File: config.mk
export PLATFORM = sky130hd
export DESIGN_NAME = fence_sequencer
export DESIGN_NICKNAME = d
export VERILOG_FILES = /design/src/rtl/ariane_pkg.sv /design/src/rtl/fence_sequencer.sv
export SDC_FILE = /design/constraint.sdc
export NUM_CORES = 1
export LEC_CHECK = 0
export BUFFER_PORTS_ARGS = -buffer_cell sky130_fd_sc_hd__buf_2
export CORE_AREA = 4 4 41 43
export CTS_CLUSTER_SIZE = 12
export DETAILED_ROUTE_END_ITERATION = 10
export DIE_AREA = 0 0 45 47
export PLACE_DENSITY = 0.67
export REMOVE_ABC_BUFFERS = 1
export SYNTH_ARGS = -nofsm -noshare
export SYNTH_HDL_FRONTEND = slang
export SYNTH_SLANG_ARGS = --single-unit
File: constraint.sdc
create_clock -name clk_i -period 2.5 [get_ports clk_i]
set_input_delay 0.375 -clock clk_i [delete_from_list [all_inputs] [get_ports clk_i]]
set_output_delay 0.375 -clock clk_i [all_outputs]
set_load 0.05 [all_outputs]
File: src/rtl/ariane_pkg.sv
// Shared types for the commit-side sequencing logic.
//
// fence_type_t encodes the memory-ordering instruction handed over by the
// commit stage. Encodings 5..7 are reserved and are treated as no-ops by
// consumers.
package ariane_pkg;

  typedef enum logic [2:0] {
    FENCE       = 3'd0,
    FENCE_I     = 3'd1,
    SFENCE_VMA  = 3'd2,
    HFENCE_VVMA = 3'd3,
    HFENCE_GVMA = 3'd4
  } fence_type_t;

  // True for the two hypervisor fences, which collapse to no-ops when the
  // H extension is absent.
  function automatic logic is_hfence(fence_type_t t);
    return (t == HFENCE_VVMA) || (t == HFENCE_GVMA);
  endfunction

endpackage

File: src/rtl/fence_sequencer.sv
// fence_sequencer
//
// Multi-cycle sequencer for committed FENCE, FENCE.I, SFENCE.VMA,
// HFENCE.VVMA and HFENCE.GVMA. It accepts one request while idle and then
// walks the D$ flush handshake, the I$ invalidate window and the TLB flush
// pulse in order, halting commit until a one-cycle completion pulse. The
// flush controller only has to redirect the PC on set_pc_commit_o.
//
// All outputs are decoded from registered state (Moore); no input reaches
// an output combinationally.
//
// Ports:
//   clk_i, rst_ni         clock, asynchronous active-low reset
//   fence_req_i           request valid from commit (only honoured when ready)
//   fence_type_i          fence_type_t of the request
//   v_i                   virtualization mode, captured at accept
//   fence_ready_o         idle, a request can be accepted
//   flush_dcache_o        D$ flush request, held until ack or timeout
//   flush_dcache_ack_i    D$ flush done (ignored outside the D$ flush phase)
//   flush_icache_o        I$ invalidate, high for ICACHE_FLUSH_CYCLES cycles
//   flush_tlb_o           flush all TLB entries (one cycle)
//   flush_tlb_vvma_o      flush VS-stage entries (one cycle)
//   flush_tlb_gvma_o      flush G-stage entries (one cycle)
//   halt_o                stall commit while a fence is in flight
//   fence_done_o          one-cycle completion pulse
//   set_pc_commit_o       one-cycle PC redirect pulse, coincident with done
//   dack_timeout_o        sticky: a D$ ack timed out since reset
module fence_sequencer
  import ariane_pkg::*;
#(
  parameter bit          WT_DCACHE           = 1'b0,
  parameter bit          RVH                 = 1'b1,
  parameter int unsigned ICACHE_FLUSH_CYCLES = 2,
  parameter int unsigned DACK_TIMEOUT        = 0
) (
  input  logic       clk_i,
  input  logic       rst_ni,
  input  logic       fence_req_i,
  input  logic [2:0] fence_type_i,
  input  logic       v_i,
  output logic       fence_ready_o,
  output logic       flush_dcache_o,
  input  logic       flush_dcache_ack_i,
  output logic       flush_icache_o,
  output logic       flush_tlb_o,
  output logic       flush_tlb_vvma_o,
  output logic       flush_tlb_gvma_o,
  output logic       halt_o,
  output logic       fence_done_o,
  output logic       set_pc_commit_o,
  output logic       dack_timeout_o
);

  localparam logic [2:0] IDLE   = 3'd0;
  localparam logic [2:0] DFLUSH = 3'd1;
  localparam logic [2:0] IFLUSH = 3'd2;
  localparam logic [2:0] TLB    = 3'd3;
  localparam logic [2:0] DONE   = 3'd4;

  // One counter serves both the D$ ack timeout and the I$ window, since the
  // two phases never overlap; it is sized for the larger of the two.
  localparam int unsigned CNT_MAX_0 = (ICACHE_FLUSH_CYCLES > DACK_TIMEOUT) ?
                                      ICACHE_FLUSH_CYCLES : DACK_TIMEOUT;
  localparam int unsigned CNT_MAX   = (CNT_MAX_0 > 2) ? CNT_MAX_0 : 2;
  localparam int unsigned CNT_W     = $clog2(CNT_MAX);

  localparam logic [CNT_W-1:0] ICF_LAST  = CNT_W'(ICACHE_FLUSH_CYCLES - 1);
  localparam logic [CNT_W-1:0] DACK_LAST =
    CNT_W'((DACK_TIMEOUT == 0) ? 0 : DACK_TIMEOUT - 1);

  logic [2:0]       state_q, state_d;
  logic [CNT_W-1:0] cnt_q, cnt_d;
  fence_type_t      type_q, type_d;
  logic             v_q, v_d;
  logic             timeout_q, timeout_d;

  fence_type_t      req_type;
  logic             dack_expired;

  assign req_type     = fence_type_t'(fence_type_i);
  assign dack_expired = (DACK_TIMEOUT != 0) && (cnt_q == DACK_LAST);

  always_comb begin
    // NOTE: every signal driven here gets a default first, so no path leaves
    // it unassigned and no latch is inferred.
    state_d   = state_q;
    cnt_d     = cnt_q;
    type_d    = type_q;
    v_d       = v_q;
    timeout_d = timeout_q;

    unique case (state_q)
      IDLE: begin
        if (fence_req_i) begin
          type_d = req_type;
          v_d    = v_i;
          cnt_d  = '0;
          case (req_type)
            FENCE:       state_d = WT_DCACHE ? DONE : DFLUSH;
            FENCE_I:     state_d = DFLUSH;
            SFENCE_VMA:  state_d = TLB;
            HFENCE_VVMA,
            HFENCE_GVMA: state_d = RVH ? TLB : DONE;
            default:     state_d = DONE;
          endcase
        end
      end

      DFLUSH: begin
        // An ack wins over an expiring timeout in the same cycle.
        if (flush_dcache_ack_i || dack_expired) begin
          if (!flush_dcache_ack_i) timeout_d = 1'b1;
          cnt_d   = '0;
          state_d = (type_q == FENCE_I) ? IFLUSH : DONE;
        end else if (DACK_TIMEOUT != 0) begin
          cnt_d = cnt_q + CNT_W'(1);
        end
      end

      IFLUSH: begin
        if (cnt_q == ICF_LAST) begin
          cnt_d   = '0;
          state_d = DONE;
        end else begin
          cnt_d = cnt_q + CNT_W'(1);
        end
      end

      TLB:     state_d = DONE;
      DONE:    state_d = IDLE;
      default: state_d = IDLE;
    endcase
  end

  always_ff @(posedge clk_i or negedge rst_ni) begin
    if (!rst_ni) begin
      state_q   <= IDLE;
      cnt_q     <= '0;
      type_q    <= FENCE;
      v_q       <= 1'b0;
      timeout_q <= 1'b0;
    end else begin
      // NOTE: non-blocking assignments keep every register sampling the
      // pre-edge values, independent of statement order.
      state_q   <= state_d;
      cnt_q     <= cnt_d;
      type_q    <= type_d;
      v_q       <= v_d;
      timeout_q <= timeout_d;
    end
  end

  // Moore output decode.
  logic in_tlb;
  assign in_tlb = (state_q == TLB);

  assign fence_ready_o    = (state_q == IDLE);
  assign halt_o           = (state_q != IDLE);
  assign flush_dcache_o   = (state_q == DFLUSH);
  assign flush_icache_o   = (state_q == IFLUSH);
  assign fence_done_o     = (state_q == DONE);
  assign set_pc_commit_o  = (state_q == DONE);
  assign dack_timeout_o   = timeout_q;

  // SFENCE.VMA issued in V-mode only touches the guest's VS-stage entries.
  assign flush_tlb_o      = in_tlb && (type_q == SFENCE_VMA) && !(RVH && v_q);
  assign flush_tlb_vvma_o = in_tlb && (((type_q == SFENCE_VMA) && RVH && v_q) ||
                                       (type_q == HFENCE_VVMA));
  assign flush_tlb_gvma_o = in_tlb && is_hfence(type_q) && (type_q == HFENCE_GVMA);

  // Commit must not present a fence while the sequencer is busy.
  a_no_req_when_busy : assert property (
    @(posedge clk_i) disable iff (!rst_ni) !(fence_req_i && !fence_ready_o)
  );

endmodule

==> impl_metrics.json, run 1 <==
{
  "cts_buffers": 3,
  "grt_max_degree": 16,
  "r2r_end": "v_q",
  "slew_violations": 0,
  "area_delta_synth_final_pct": 17.5,
  "tns_ns": 0,
  "start_util": 0.422,
  "cp.arrival_ns": 1.63,
  "crit_fanout": 10,
  "yosys-top-cells-area": "dfrtp_1 (36%), mux2_4 (11%), nor3_1 (6.4%)",
  "cts_setup_buffers": 0,
  "place_ws_ns": 0.771,
  "dp_hpwl_um": 898,
  "fmax_ghz": 0.500,
  "hold_viol_final": 0,
  "cts_htree_levels": 1,
  "antenna_found_initial": 0,
  "hold_slack_ns": 0.362,
  "die_area_mm2": 0.00212,
  "numPortBuffers": 16,
  "grt_usage": 0.122,
  "status": "completed",
  "maxCapViolCount": 0,
  "synth_xor_area_frac": 0,
  "worstHoldStart": "v_i",
  "cts_buffer_depth": 2,
  "pwr_density_cell_mw_per_mm2": 1460,
  "antennaDiodeCount": 0,
  "cts_sinks": 8,
  "path_clk_slew_ns": 0.05,
  "layout.nets": 79,
  "yosys_warnings": 0,
  "first_global_vias": 415,
  "boundaryPins": 18,
  "grt_pass1_wl_mm": 1.83,
  "synth_top_cell_by_area": "dfrtp_1",
  "synth-simple-area-share": 0.301,
  "leakage_nw": 0.300,
  "worst-r2r-cell-count": 3,
  "synthCells": 54,
  "worstSetupPathType": "reg -> out",
  "min_to": "v_q",
  "cp-end-kind": "output pin",
  "synth_seq_area_share": 0.364,
  "fin_skew_ns": 0.00329,
  "r2r-start": "state_q[0]",
  "clkLatencyLatePin_ns": 0.25,
  "worstSetupStartpoint": "state_q[1]",
  "core_area_mm2": 0.00130,
  "reg2reg_slack_ns": 0.94,
  "finalSetupViolCount": 0,
  "wirelength_mm": 1.13,
  "synth-seq-cells": 8,
  "synth_area_um2": 549,
  "finalWeightedCongestion": 0.826,
  "synth_fa_ha_area_frac": 0,
  "fp.dieW_um": 45,
  "start_kind": "register",
  "drtIter0Drc": 11,
  "core.rowCount": 13,
  "critical_path_required_ns": 2.12,
  "die_h_um": 47,
  "min_delay_path_depth": 2,
  "synth_area_per_cell_um2": 10.2,
  "postRouteAntennaNets": 0,
  "synth_top_area_frac": 0.364,
  "clockRootBuffer": "clkbuf_4",
  "rsz0062_at_grt": "false",
  "via_count": 453,
  "finalCritPeriodShare": 0.800,
  "layout_min_cycle_time_ns": 2.00,
  "synth_top_family_by_area": "simple AND/OR/NAND/NOR gates",
  "synth_cell_types": 25,
  "wl_per_cell_um": 13.5,
  "vdd_drop_max_uv": 555,
  "overflow": 0,
  "hp-class": "in -> reg",
  "synth-compound-area-share": 0.141,
  "cts_tree": "yes",
  "muxShareOfSynthArea": 0.109,
  "finalWorstSetupSlack_ns": 0.499,
  "firstDrtPassIters": 4,
  "drc": 0,
  "fin_util": 0.496,
  "layout-drive-gt1-share": 0.435,
  "routed_via_density": 5.39
}
==> cell usage after synthesis (all sizes together) <==
master and instances:
dfrtp 8, nor3 7, buf 5, mux2 4, nor2 4, nor2b 4
nor3b 4, a21oi 3, o21ai 3, inv 2, a2111oi 1, a211oi 1
and2 1, and4 1, conb 1, nand4b 1, nor4b 1, o21bai 1
o22a 1, o31ai 1
==> routing by layer <==
layer	vias up	wire (um)	global-route usage	share of wire
met5	-	0	0	0
met4	0	27	0.0877	0.024
met3	4	90	0.0153	0.079
met2	19	503	0.198	0.44
met1	207	512	0.150	0.45
li1	223	-	-	-
==> cell usage in the layout (no fill, tap or decap), types with 2 or more instances in the layout <==
cell	count
buf_2	16
dfrtp_1	8
nor3_1	7
nor2_1	4
mux2_4	4
a21oi_1	3
clkbuf_4	3
nor3b_1	2
inv_1	2
nor2b_1	2
nor2b_2	2
o21ai_0	2
==> how the worst max path moves through the flow <==
stage                  end  slack (ns)  cells past startpoint
2_1_floorplan       halt_o       -0.11                      2
3_3_place_gp   flush_tlb_o        0.88                      4
3_5_place_dp   flush_tlb_o        0.77                      4
4_1_cts        flush_tlb_o        0.50                      4
5_1_grt        flush_tlb_o        0.44                      4
6_report       flush_tlb_o        0.50                      4
==> report_power, final <==
group / total (mW) / leakage (nW) / switching, mW / internal, mW
clock: 0.0973 / 0.0138 / 0.0425 / 0.0548
combinational: 0.533 / 0.187 / 0.325 / 0.208
sequential: 0.313 / 0.0994 / 0.122 / 0.191
==> state kept, by name (all words and copies together) (netlist names) <==
name,count
cnt_q,1
state_q,3
type_q,3
v_q,1
==> repair_timing <==
item	CTS	global route
setup endpoints to repair	0	0
gates resized for setup	0	0
hold buffers	1	0
endpoints found under the hold margin	8	0
==> worst max-delay path, stage by stage, from the launching register on <==
cell and delay (ns):
dfrtp_1 0.57, nor2b_1 0.23, nand4b_1 0.13, nor3_1 0.16, buf_2 0.29
==> area by class of cell <==
cell class	count	area, um^2
multi-input combinational	39	307
fill	131	656
tap	15	18.8
timing repair buffer	17	90.1
clock buffer	3	22.5
inverter	2	7.51
sequential	8	200
==> cell families after synthesis <==
family                 count (synthesis)
buffers and inverters                  7
AOI/OAI and AO/OA                     11
other                                  1
DFF                                    8
and+or+nand+nor                       23
muxes                                  4
==> per-stage QoR <==
stage	std cells	power (mW)	area, um^2
5_1_grt	84	1.00	646
4_1_cts	84	0.947	646
3_5_place_dp	80	0.848	613
6_report	84	0.943	646
3_3_place_gp	80	0.828	613
2_1_floorplan	49	0.725	514
Note: power is estimated with default switching activity, not from simulation.
==> run 2, diff against run 1 <==
--- a/config.mk
+++ b/config.mk
@@ -6,11 +6,11 @@
 export NUM_CORES = 1
 export LEC_CHECK = 0
 export BUFFER_PORTS_ARGS = -buffer_cell sky130_fd_sc_hd__buf_2
-export CORE_AREA = 4 4 41 43
+export CORE_MARGIN = 4
+export CORE_UTILIZATION = 42
 export CTS_CLUSTER_SIZE = 12
 export DETAILED_ROUTE_END_ITERATION = 10
-export DIE_AREA = 0 0 45 47
-export PLACE_DENSITY = 0.67
+export PLACE_DENSITY = 0.71
 export REMOVE_ABC_BUFFERS = 1
 export SYNTH_ARGS = -nofsm -noshare
 export SYNTH_HDL_FRONTEND = slang
==> constraint.sdc (replaced) <==
create_clock -name clk_i -period 1.81 [get_ports clk_i]
set_input_delay 0.2715 -clock clk_i [delete_from_list [all_inputs] [get_ports clk_i]]
set_output_delay 0.2715 -clock clk_i [all_outputs]
set_load 0.05 [all_outputs]
==> run 2 against run 1 <==
Register-to-register slack lost 0.58 ns; first-iteration DRC count decreased by 82%; wire length shrank 14%; critical path depth unchanged; utilization grew 6.8 points; critical path type unchanged; largest power group unchanged.
==> impl_metrics.json, run 2 (synthesis gave the netlist of run 1 again) <==
{
  "finalSetupViolCount": 0,
  "numPortBuffers": 16,
  "worstSetupPathType": "reg -> out",
  "cp.arrival_ns": 1.39,
  "grt_pass1_wl_mm": 1.66,
  "reg.largest.list": "state_q (3), type_q (3)",
  "drtIter0Drc": 2,
  "fp.dieW_um": 44.2,
  "core.rowCount": 12,
  "finalWeightedCongestion": 0.746,
  "layout_min_cycle_time_ns": 1.66,
  "postRouteAntennaNets": 0,
  "antennaDiodeCount": 0,
  "min_to": "v_q",
  "min_delay_path_depth": 2,
  "start_kind": "register",
  "maxCapViolCount": 0,
  "tns_ns": 0,
  "slew_violations": 0,
  "clkPwrFrac": 0.095,
  "crit_fanout": 8,
  "fin_skew_ns": 0.000556,
  "cp-end-kind": "output pin",
  "critical_path_required_ns": 1.54,
  "grt_usage": 0.117,
  "hold_viol_final": 0,
  "worstHoldStart": "v_i",
  "layout_commonest_cell": "buf_2",
  "wl_per_cell_um": 11.4,
  "rsz0062_at_grt": "false",
  "cts_setup_buffers": 0,
  "layout_common_cells": "buf_2 (16), nor3_1 (7), dfrtp_1 (7)",
  "dp_hpwl_um": 816,
  "seq_power_share": 0.289,
  "cts_buffer_depth": 2,
  "worst-r2r-cell-count": 3,
  "hp-class": "in -> reg",
  "firstDrtPassIters": 4,
  "wirelength_um": 971,
  "cts_sinks": 8,
  "nFillCells": 111,
  "cts_htree_levels": 1,
  "core_area_mm2": 0.00117,
  "vdd_drop_max_uv": 842,
  "start_util": 0.469,
  "antenna_found_initial": 0,
  "p_int_mw": 0.654,
  "path_clk_slew_ns": 0.05,
  "first_global_vias": 401,
  "reg2reg_slack_ns": 0.36,
  "fmax_ghz": 0.603,
  "area_delta_synth_final_pct": 20.3,
  "boundaryPins": 18,
  "cts_tree": "yes",
  "fin_cells": 85,
  "grt_max_degree": 16,
  "status": "completed",
  "via_count": 447,
  "clockRootBuffer": "clkbuf_4",
  "r2r_end": "type_q[1]",
  "routed_via_density": 5.26,
  "r2r-start": "state_q[0]",
  "clkLatencyLatePin_ns": 0.24,
  "leakage_nw": 0.309,
  "power_switching_share": 0.498,
  "layout-drive-gt1-share": 0.465,
  "cts_buffers": 3,
  "finalCritPeriodShare": 0.916,
  "pwr_density_cell_mw_per_mm2": 1970,
  "die_h_um": 44.2,
  "overflow": 0,
  "die_area_mm2": 0.00195,
  "combPwrFrac": 0.616,
  "power.switching_mw": 0.648,
  "dp.cells": 81,
  "drc": 0,
  "layout.nets": 81,
  "total_power_mw": 1.30
}
## run 2: cell types whose count changed in the layout (fill, tap and decap cells not counted), sizes merged
| cell | before | now |
|---|---|---|
| buf | 16 | 18 |
## run 2: how the worst max path moves through the flow
stage,startpoint,to,slack (ns),cells past startpoint
final,state_q[1],fence_done_o,0.15,4
after global routing,state_q[1],set_pc_commit_o,0.06,4
after CTS,state_q[0],flush_tlb_o,0.05,3
after detailed placement,state_q[0],type_q[0],0.29,3
after global placement,state_q[0],type_q[0],0.32,3
after floorplan,state_q[2],halt_o,-0.70,2
## run 2: cell type report
cell class | count | area (um^2) | share of cell area
Sequential cell | 8 | 201 | 0.305
Timing Repair Buffer | 19 | 105 | 0.159
Tap cell | 14 | 17.5 | 0.0265
Multi-Input combinational cell | 39 | 307 | 0.464
Inverter | 2 | 7.51 | 0.0114
Clock buffer | 3 | 22.5 | 0.0341
## run 2: worst max-delay path, cell delays in order, from the launching register on
cell     delay, ns
dfrtp_1       0.38
buf_4         0.17
nor2_1        0.17
and2_1        0.16
buf_2         0.26
## run 2: power groups by stage
stage | combinational [mW] | sequential (mW) | clock (mW)
CTS | 0.809 | 0.375 | 0.128
global route | 0.855 | 0.390 | 0.145
finish | 0.802 | 0.376 | 0.124
detailed placement | 0.808 | 0.379 | 0
global placement | 0.801 | 0.374 | 0
floorplan | 0.613 | 0.388 | 0
## run 2: repair_timing
| action | 4_1_cts | 5_1_grt |
|---|---|---|
| endpoints found under the hold margin | 8 | 0 |
| hold buffers | 1 | 0 |
| endpoints found under the setup margin | 0 | 1 |
| resized for setup | 0 | 1 |
## run 2: per-stage QoR
step	hold slack [ns]	utilization	worst slack, ns	cell area [um^2]
after detailed placement	0.113	0.535	0.293	627
after floorplan	-0.0241	-	-0.698	514
after global placement	0.111	0.535	0.324	627
after CTS	0.254	0.563	0.0535	659
after global routing	0.245	0.564	0.0636	661
final	0.258	0.564	0.152	661
## run 2: per-layer routing
metal | GRT usage | vias to the layer above | part of all wire
met2 | 0.172 | 11 | 0.49
met4 | 0.0904 | 0 | 0.020
li1 | - | 226 | -
met3 | 0.0244 | 2 | 0.045
met5 | 0 | - | 0
met1 | 0.150 | 208 | 0.45
==> run 3, diff against run 2 <==
--- a/config.mk
+++ b/config.mk
@@ -7,10 +7,10 @@
 export LEC_CHECK = 0
 export BUFFER_PORTS_ARGS = -buffer_cell sky130_fd_sc_hd__buf_2
 export CORE_MARGIN = 4
-export CORE_UTILIZATION = 42
+export CORE_UTILIZATION = 41
 export CTS_CLUSTER_SIZE = 12
 export DETAILED_ROUTE_END_ITERATION = 10
-export PLACE_DENSITY = 0.71
+export PLACE_DENSITY = 0.69
 export REMOVE_ABC_BUFFERS = 1
 export SYNTH_ARGS = -nofsm -noshare
 export SYNTH_HDL_FRONTEND = slang
==> run 3 against run 2 <==
Critical path depth unchanged; combinational power grew 0.6%; clock skew grew 0.0044 ns; die area grew 2.0%.
==> impl_metrics.json, run 3 (synthesis gave the netlist of run 1 again) <==
{
  "finalWorstSetupSlack_ns": 0.164,
  "grt_max_degree": 16,
  "firstDrtPassIters": 3,
  "met1Wirelength_um": 473,
  "cts_htree_levels": 1,
  "fmax_ghz": 0.608,
  "antenna_found_initial": 0,
  "routed_via_density": 5.05,
  "power.switching_mw": 0.655,
  "finalCritPeriodShare": 0.909,
  "leakage_nw": 0.309,
  "layout_min_cycle_time_ns": 1.65,
  "worstSetupPathType": "reg -> out",
  "core_area_mm2": 0.00119,
  "first_global_vias": 375,
  "hold_viol_final": 0,
  "pwr_density_cell_mw_per_mm2": 1980,
  "nFillCells": 98,
  "path_clk_slew_ns": 0.05,
  "fin_skew_ns": 0.00494,
  "wirelength_um": 995,
  "slew_violations": 0,
  "fp.dieW_um": 44.6,
  "layout.nets": 81,
  "route.met3.wl_um": 51,
  "p_int_mw": 0.654,
  "clockRootBuffer": "clkbuf_4",
  "start_kind": "register",
  "die_h_um": 44.6,
  "cts_tree": "yes",
  "layout_common_cells": "buf_2 (16), nor3_1 (7), dfrtp_1 (7)",
  "die_area_mm2": 0.00199,
  "dp_hpwl_um": 805,
  "status": "completed",
  "cp.arrival_ns": 1.37,
  "cts_buffer_depth": 2,
  "postRouteAntennaNets": 0,
  "reg.largest.list": "state_q (3), type_q (3)",
  "place_ws_ns": 0.289,
  "critical_path_required_ns": 1.54,
  "power_switching_share": 0.500,
  "topRoutingLayerUsed": "met4",
  "seq_power_share": 0.286,
  "hp-class": "in -> reg",
  "core.rowCount": 12,
  "drc": 0,
  "overflow": 0,
  "crit_fanout": 9,
  "numPortBuffers": 16,
  "layout_commonest_cell": "buf_2",
  "grt_pass1_wl_mm": 1.62,
  "clkPwrFrac": 0.097,
  "antennaDiodeCount": 0,
  "grt_usage": 0.117,
  "vdd_drop_max_uv": 995,
  "cts_sinks": 8,
  "rsz0062_at_grt": "false",
  "wl_per_cell_um": 11.7,
  "cts_buffers": 3,
  "via_count": 429,
  "boundaryPins": 18,
  "place_area_um2": 627,
  "maxCapViolCount": 0,
  "layout-drive-gt1-share": 0.465,
  "cp-end-kind": "output pin",
  "finalWeightedCongestion": 0.778,
  "area_delta_synth_final_pct": 20.3,
  "drtIter0Drc": 4,
  "clkLatencyLatePin_ns": 0.25,
  "dr_wl_met2_um": 448,
  "fin_area_um2": 661,
  "combPwrFrac": 0.617,
  "finalSetupViolCount": 0,
  "start_util": 0.463
}
==> run 3: metal layers <==
metal,global-route usage,vias up
li1,-,230
met1,0.153,184
met2,0.158,13
met3,0.0244,2
met4,0.108,0
met5,0,-
==> run 3: worst paths after layout <==
path,startpoint,slack (ns),endpoint,depth (start not counted)
max,state_q[1],0.16,set_pc_commit_o,4
min,v_i,0.26,v_q,2
max reg2reg,state_q[0],0.35,type_q[2],3
min reg2reg,v_q,0.54,v_q,1
max in group asynchronous,rst_ni,1.26,state_q[0],2
min in group asynchronous,rst_ni,0.38,cnt_q,2
==> run 3: power by group through the flow <==
| stage | Combinational (mW) | Clock, mW | Sequential (mW) |
|---|---|---|---|
| final | 0.807 | 0.127 | 0.375 |
| after global routing | 0.859 | 0.146 | 0.391 |
| after CTS | 0.812 | 0.133 | 0.373 |
| after detailed placement | 0.809 | 0 | 0.376 |
| after global placement | 0.802 | 0 | 0.374 |
| after floorplan | 0.613 | 0 | 0.388 |
==> run 3: what timing repair did <==
item | CTS | global route
endpoints found under the hold margin | 8 | 0
endpoints found under the setup margin | 0 | 4
buffers inserted | 0 | 0
hold buffers | 1 | 0
resized for setup | 0 | 1
==> run 3: layout make-up <==
type                    count  area (um^2)  area share
clock buffers               3         22.5      0.0341
repair buffers             19          105       0.159
multi-input cells          39          307       0.464
flip-flops and latches      8          201       0.305
well taps                  14         17.5      0.0265
inverters                   2         7.51      0.0114
==> run 3: through the flow <==
stage | power (mW) | utilization | TNS (ns) | instances | hold slack (ns)
after global placement | 1.18 | 0.528 | 0 | 81 | 0.111
after global routing | 1.40 | 0.557 | 0 | 85 | 0.246
after CTS | 1.32 | 0.556 | 0 | 85 | 0.256
after floorplan | 1.00 | - | -1.51 | 49 | -0.0241
after detailed placement | 1.19 | 0.528 | 0 | 81 | 0.114
final | 1.31 | 0.557 | 0 | 85 | 0.261
==> run 3: critical path, cell delays in order, from the launching register on <==
cell	delay [ns]
dfrtp_1	0.37
buf_4	0.17
nor2_1	0.16
and2_1	0.16
buf_2	0.26
